==> config.mk <==
export PLATFORM = sky130hd
export DESIGN_NAME = nivel_control
export DESIGN_NICKNAME = d
export VERILOG_FILES = /design/src/rtl/nivel_control.sv
export SDC_FILE = /design/constraint.sdc
export NUM_CORES = 1
export LEC_CHECK = 0
export BUFFER_PORTS_ARGS = -buffer_cell sky130_fd_sc_hd__buf_2
export CAP_MARGIN = 20
export CELL_PAD_IN_SITES_DETAIL_PLACEMENT = 1
export CELL_PAD_IN_SITES_GLOBAL_PLACEMENT = 1
export CORE_ASPECT_RATIO = 0.8
export CORE_MARGIN = 1
export CORE_UTILIZATION = 34
export CTS_CLUSTER_DIAMETER = 30
export CTS_CLUSTER_SIZE = 24
export DETAILED_ROUTE_END_ITERATION = 16
export GPL_TIMING_DRIVEN = 0
export PLACE_DENSITY = 0.81
export SYNTH_ARGS = -nofsm -noshare
export SYNTH_HDL_FRONTEND = slang
export SYNTH_SLANG_ARGS = --single-unit
==> constraint.sdc <==
create_clock -name NCT_CLOCK -period 1.55 [get_ports NCT_CLOCK]
set_input_delay 0.31 -clock NCT_CLOCK [delete_from_list [all_inputs] [get_ports NCT_CLOCK]]
set_output_delay 0.31 -clock NCT_CLOCK [all_outputs]
set_load 0.02 [all_outputs]
==> src/rtl/nivel_control.sv <==
// nivel_control: game-progress controller for the frog game.
// Tracks level, lives and goal crossings, and emits a one-cycle load pulse
// (NCT_CN_OUT) whenever the vehicle-level stage must reload its patterns.
// Optional feature: define NIVEL_CONTROL_BONUS_LIFE_EN to grant one extra
// life (saturating) on every level advance.
module nivel_control #(
    parameter int DATAWIDTH_NVL   = 2,
    parameter int DATAWIDTH_LIVES = 2,
    parameter int LIVES_INIT      = 3,
    parameter int CROSS_PER_LEVEL = 4
) (
    input  logic                       NCT_CLOCK,
    input  logic                       NCT_RESET,
    input  logic                       NCT_START_IN,
    input  logic                       NCT_WIN_IN,
    input  logic                       NCT_CRASH_IN,
    output logic [DATAWIDTH_NVL-1:0]   NCT_NV_OUT,
    output logic                       NCT_CN_OUT,
    output logic [DATAWIDTH_LIVES-1:0] NCT_LIVES_OUT,
    output logic [3:0]                 NCT_CROSS_OUT,
    output logic                       NCT_OVER_OUT,
    output logic                       NCT_DONE_OUT
);

    typedef enum logic [2:0] {
        IDLE,
        LOAD,
        PLAY,
        OVER,
        DONE
    } state_t;

    localparam logic [DATAWIDTH_NVL-1:0]   LEVEL_MAX  = DATAWIDTH_NVL'(3);
    localparam logic [DATAWIDTH_LIVES-1:0] LIVES_ONE  = DATAWIDTH_LIVES'(1);
    localparam logic [DATAWIDTH_LIVES-1:0] LIVES_LOAD = DATAWIDTH_LIVES'(LIVES_INIT);
    localparam logic [3:0]                 CROSS_LAST = 4'(CROSS_PER_LEVEL - 1);
`ifdef NIVEL_CONTROL_BONUS_LIFE_EN
    localparam logic [DATAWIDTH_LIVES-1:0] LIVES_MAX  = {DATAWIDTH_LIVES{1'b1}};
`endif

    state_t                     state_q, state_d;
    logic [DATAWIDTH_NVL-1:0]   level_q, level_d;
    logic [DATAWIDTH_LIVES-1:0] lives_q, lives_d;
    logic [3:0]                 cross_q, cross_d;
    logic                       cn_q, over_q, done_q;
    logic                       start_prev_q;
    logic                       start_edge;

    // A press counts only on a 0->1 transition of the button level.
    assign start_edge = NCT_START_IN & ~start_prev_q;

    // Next-state and next-datapath decisions for the game FSM.
    always_comb begin
        // NOTE: every signal written here gets a default first so no path
        // leaves it unassigned, which would otherwise infer a latch.
        state_d = state_q;
        level_d = level_q;
        lives_d = lives_q;
        cross_d = cross_q;

        unique case (state_q)
            IDLE, OVER, DONE: begin
                if (start_edge) begin
                    state_d = LOAD;
                    level_d = '0;
                    lives_d = LIVES_LOAD;
                    cross_d = '0;
                end
            end

            // Reload lasts a single cycle; inputs are ignored here.
            LOAD: state_d = PLAY;

            PLAY: begin
                // Crash wins over a coincident goal pulse.
                if (NCT_CRASH_IN) begin
                    if (lives_q > LIVES_ONE) begin
                        lives_d = lives_q - LIVES_ONE;
                        state_d = LOAD;
                    end else begin
                        lives_d = '0;
                        state_d = OVER;
                    end
                end else if (NCT_WIN_IN) begin
                    if (cross_q < CROSS_LAST) begin
                        cross_d = cross_q + 4'd1;
                    end else if (level_q < LEVEL_MAX) begin
                        level_d = level_q + DATAWIDTH_NVL'(1);
                        cross_d = '0;
                        state_d = LOAD;
`ifdef NIVEL_CONTROL_BONUS_LIFE_EN
                        if (lives_q != LIVES_MAX) begin
                            lives_d = lives_q + LIVES_ONE;
                        end
`endif
                    end else begin
                        state_d = DONE;
                    end
                end
            end

            default: state_d = IDLE;
        endcase
    end

    // State and registered-output update; synchronous active-low reset.
    always_ff @(posedge NCT_CLOCK) begin
        // NOTE: sequential state uses non-blocking assignments so every
        // register samples the pre-edge values, independent of statement order.
        if (!NCT_RESET) begin
            state_q      <= IDLE;
            level_q      <= '0;
            lives_q      <= LIVES_LOAD;
            cross_q      <= '0;
            cn_q         <= 1'b0;
            over_q       <= 1'b0;
            done_q       <= 1'b0;
            // A button held through reset must be released before it counts.
            start_prev_q <= 1'b1;
        end else begin
            state_q      <= state_d;
            level_q      <= level_d;
            lives_q      <= lives_d;
            cross_q      <= cross_d;
            cn_q         <= (state_d == LOAD);
            over_q       <= (state_d == OVER);
            done_q       <= (state_d == DONE);
            start_prev_q <= NCT_START_IN;
        end
    end

    assign NCT_NV_OUT    = level_q;
    assign NCT_CN_OUT    = cn_q;
    assign NCT_LIVES_OUT = lives_q;
    assign NCT_CROSS_OUT = cross_q;
    assign NCT_OVER_OUT  = over_q;
    assign NCT_DONE_OUT  = done_q;

endmodule
# == Word-level counts from Yosys, hierarchy flattened ==
# Index checks and enable logic that the tools add are counted.
# word_totals
reg_bits,15
in_bits,5
out_inout_bits,11
# classes
n_addsub,3
n_lt_le_gt_ge,3
eq_ne,14
n_mux,23
bitwise,2
n_reduce_logical,6
# op_table
operator,count
$mux W4,5
$mux W2,9
$mux W3,5
$ne A2 B2 Y1 const B,6
$eq A3 B2 Y1 const B,3
$pmux W3 S3,1
$pmux W2 S2,2
$pmux W4 S2,1
$eq A3 B1 Y1 const B,2
$eq A3 B3 Y1 const B,2
$reduce_and A6 Y1,1
$reduce_and A5 Y1,1
$add A4 B1 Y4 const B,1
$lt A4 B2 Y1 const B,1
$logic_not A3 Y1,1
$ne A3 B3 Y1 const B,1
$reduce_and A3 Y1,1
$reduce_or A3 Y1,1
$add A2 B1 Y2 const B,1
$gt A2 B1 Y1 const B,1
$lt A2 B2 Y1 const B,1
$reduce_bool A2 Y1,1
$sub A2 B1 Y2 const B,1
$and A1 B1 Y1,1
$not A1 Y1,1

# == Depth between registers and ports, before layout ==
# depth
ltp_word,7
ltp_mapped,5
ltp_nobuf,5

# == Worst setup path before layout ==
# No wires, ideal clock.
# synth_path
path_kind,reg-to-reg
startpoint,reg state_q[0]
endpoint,"reg cross_q[0], in the netlist NCT_CROSS_OUT[0]"
setup_time_ps,121
arrival_time_ps,1408
slack_ps,21
path_stages_with_launch,6
n_path_buf,1
path_cell_list,dfxtp_1 -> buf_2 -> or3b_4 -> nor3b_4 -> a21oi_2 -> mux2_4
# synth_via
elab_chain_cells,4
elab_cells_between_ends,12
classes_between,7 x eq/ne; 1 x mux; 4 x reduce/logical
# synth_lines
element,line_no,text
"start, declared",41,"state_t state_q, state_d;"
"start signal, assigned",121,state_q <= state_d;
$eq A3 B2 Y1 (tied with other cells),61,unique case (state_q)
$reduce_or A3 Y1,61,
$ne A2 B2 Y1 (no source line) / $reduce_bool A2 Y1 (equally long branches),n/a,
$reduce_and A5 Y1 (no source line),n/a,
"end signal, assigned",124,cross_q <= cross_d;
"end, declared",44,"logic [3:0] cross_q, cross_d;"
# Parallel ways exist; a longest one is shown, timed or not.
# A chain may end at the register's enable or synchronous reset.

# == Final worst setup path ==
# layout_path
startpoint,reg state_q[1]
endpoint,"reg cross_q[0], in the netlist NCT_CROSS_OUT[0]"
# The elaborated chain is that of the path after synthesis.

==> results by group <==
Clocking
  – Clock sinks: 15
  – Buffers from clock root to sink, at most: 2
  – Clock tree from TritonCTS: built
  – Hold bufs inserted after CTS: 0
  – Root buf cell: clkbuf_4
  – Source-to-sink clock delay at the later pin of the worst-skew pair: 0.28 ns
  – Clock-pin slew of the registers on the worst-case setup and hold paths: 0.09 ns
  – Htree depth: 1
  – Number of buffers added by the clock tree synthesis step: 3

Synthesis
  – Synth async-reset ratio: 0%
  – Number of standard cells after synthesis: 72
  – Area share of the largest cell type after synthesis: 43.0%
  – Seq/Total Area, Yosys: 43.0%
  – Top post-synthesis cells by area: dfxtp_1 (43%), ha_1 (3.6%), nor2b_1 (3.6%)
  – Commonest cells in the synthesized netlist: dfxtp_1 (15), nand2_1 (6), nor2b_1 (4)
  – Share of synthesized cell area in and, or, nand and nor gates: 31.7%
  – Most common flop cell mapped by yosys: dfxtp_1
  – Yosys reg bits: 15
  – Compound-cell area share of the yosys netlist: 15.4%
  – Main combinational cell family by area after synthesis: simple AND/OR/NAND/NOR gates
  – Area of the mapped netlist: 698 sq um
  – Largest area contributor in the netlist: dfxtp_1
  – Distinct cell type count of the synthesized netlist: 34
  – Synthesized-area fraction occupied by adder cells: 3.58%
  – Number of nets in the synthesized netlist: 79
  – Synth Area in XOR/XNOR: 0%
  – Number of warnings issued by yosys: 0
  – Mean post-synth cell area: 9.70 sq um
  – Count of flip-flops with a built-in enable after synthesis: 0
  – Multiplexer fraction of the synthesized cell area: 5.02%
  – Top-count cell post-synth: dfxtp_1

Global routing
  – Initial antenna violation count: 0
  – Remaining Overflow, GRT: 0
  – Vias in the first global route: 567
  – Overall Global Routing Usage: 16.3%
  – Largest net degree at the start of global routing: 11
  – First-pass GRT wire length: 2.62 mm

Cells and area
  – Count of filler cells inserted in the layout: 230
  – Antenna diode count: 0
  – Utilization after layout: 44.4%
  – Layout cell share with drive strength beyond 1: 31.9%
  – Area grow syn2layout: 21.5%
  – Net total in the final layout: 99

Route
  – Avg Vias per Cell: 5.37
  – Wire length after detailed routing: 1.63 mm
  – Drt drc: 0
  – Number of vias after detailed routing: 618
  – First-pass detailed-route iteration total: 2
  – Number of design-rule violations left by the first detailed-router iteration: 5
  – Routed Antenna Nets: 0
  – Routed len/inst: 14.2 microns

Timing
  – Slew @ Worst Pin: 0.396 ns
  – Final Hold Viols: 0
  – Setup repair after global routing missed its margin: true
  – Fin. max-slew vios: 0
  – Worst setup margin: 0.0185 ns
  – Number of setup violations in the final report: 0
  – Minimum period implied by the final worst setup slack: 1.53 ns
  – Final worst path period share: 98.8%
  – Achievable frequency: 0.653 GHz
  – Slew HR: 73.2%
  – Worst Skew: 0.00223 ns

Setup path
  – Largest stage delay on the critical path: 0.43 ns
  – Crit path DAT: 1.70 ns
  – RR Endpoint: NCT_CROSS_OUT[0]
  – Crit path from: state_q[1]
  – WP data required: 1.72 ns
  – Critical path, cell by cell: or3b_4 > nor3b_4 > a21oi_2 > mux2_4
  – Worst R2R Path Depth: 4
  – Kind of launch point of the worst setup path: flop
  – Slack of the worst reg-to-reg path: 0.02 ns
  – Critical-path maximum fanout: 8
  – Crit end category: flop
  – Startpoint of the lowest-slack register-to-register path: state_q[1]
  – Slowest cell on the critical path: or3b_4
  – Critical path class: flop to flop
  – Endpoint of the worst setup timing path: NCT_CROSS_OUT[0]

Power
  – Leakage power: 0.371 nW
  – Power Density: 800 mW/mm^2
  – IR drop worst, VDD: 0.000473 V

Run status
  – Outcome: completed

Place
  – Count of buffers inserted at the top-level ports: 15
  – HPWL reported at the end of detailed placement: 1.21 mm
  – Global placer's final weighted congestion: 0.713
  – Minimum setup slack after placement: -0.0791 ns

Floorplan
  – I/O pin total: 16
  – Core Rows: 14
  – Die footprint: 0.00224 sq mm
  – Die width: 52.7 microns
  – Placeable Area: 0.00191 sq mm
  – Die Span Y: 42.5 microns
  – Effective utilization at floorplan: 36.6%

Flow run
  – Max_cap viols: 0

Worst hold path
  – Worst hold-check path type: primary input to flop
## stage by stage
stage | hold slack [ns] | instances | setup TNS, ns | cell area [sq um] | total power, mW
finish | 0.248 | 115 | 0 | 848 | 0.679
global route | 0.249 | 115 | -0.149 | 848 | 0.712
CTS | 0.245 | 114 | 0 | 830 | 0.687
detailed placement | 0.485 | 111 | -0.136 | 803 | 0.465
global placement | 0.466 | 111 | -0.115 | 803 | 0.463
floorplan | 0.383 | 72 | 0 | 698 | 0.442
## worst min path at each step
stage,startpoint,endpoint,cells past startpoint
global route,NCT_START_IN,start_prev_q,2
floorplan,NCT_RESET,start_prev_q,1
CTS,NCT_START_IN,start_prev_q,2
finish,NCT_START_IN,start_prev_q,2
detailed placement,NCT_NV_OUT[1],NCT_NV_OUT[1],2
global placement,NCT_NV_OUT[1],NCT_NV_OUT[1],2
## cells by family (layout without fill, tap and decap cells)
kind of cell | after synthesis | after routing
buffers and inverters | 2 | 21
AO/OA/AOI/OAI | 15 | 15
AND/OR/NAND/NOR | 35 | 35
multiplexers | 3 | 3
flip-flops | 15 | 15
adder cells (fa/ha/maj) | 2 | 2
## routing by layer
| layer | up-vias | track usage (%) | wire length [microns] |
|---|---|---|---|
| met5 | - | 0 | 0 |
| met4 | 0 | 3.16 | 13 |
| met3 | 2 | 6.52 | 51 |
| met2 | 11 | 26.1 | 794 |
| met1 | 297 | 20.5 | 774 |
| li1 | 308 | - | - |
## worst max-delay path: cells and delay by family (launching register included)
| kind | cells | cell delay (ns) |
|---|---|---|
| and+or+nand+nor | 2 | 0.67 |
| DFF | 1 | 0.39 |
| muxes | 1 | 0.26 |
| AOI/OAI and AO/OA | 1 | 0.10 |
## placed cells by master (no fill, tap or decap), types with 2 or more instances in the layout
master and count:
o21ai_0 3, nand3_1 2, clkbuf_4 3, nor2b_1 4, dfxtp_1 12, dfxtp_2 2, nand2_1 6, nand2b_1 2
ha_1 2, and2_1 3, buf_2 15, a211o_1 2, nor3_1 2, mux2i_1 2, nor2_1 3, nand3b_1 2
a21oi_1 3
## what timing repair did
action	CTS	global route
pin swaps	3	2
endpoints found under the setup margin	4	6
gates resized for setup	3	3
gates cloned	0	0
buffers inserted	0	1
## area by class of cell
type	count	area [sq um]	share of cell area [%]
multi-input cells	55	399	47.1
repair buffers	16	82.6	9.73
clock buffers	4	26.3	3.10
inverters	1	3.75	0.442
flip-flops and latches	15	307	36.1
well taps	24	30.0	3.54
## flip-flops by register name (all words and copies together) (netlist names)
signal	flops
NCT_CROSS_OUT	4
state_q	3
NCT_OVER_OUT	1
start_prev_q	1
NCT_LIVES_OUT	2
NCT_NV_OUT	2
NCT_DONE_OUT	1
NCT_CN_OUT	1
## power by group
group	total [mW]	internal, mW	leakage (nW)	switching [mW]
registers	0.397	0.390	0.123	0.00684
clock network	0.223	0.0998	0.0150	0.123
logic	0.0588	0.0257	0.232	0.0331
No activity file was read; power rests on OpenSTA's default activity.
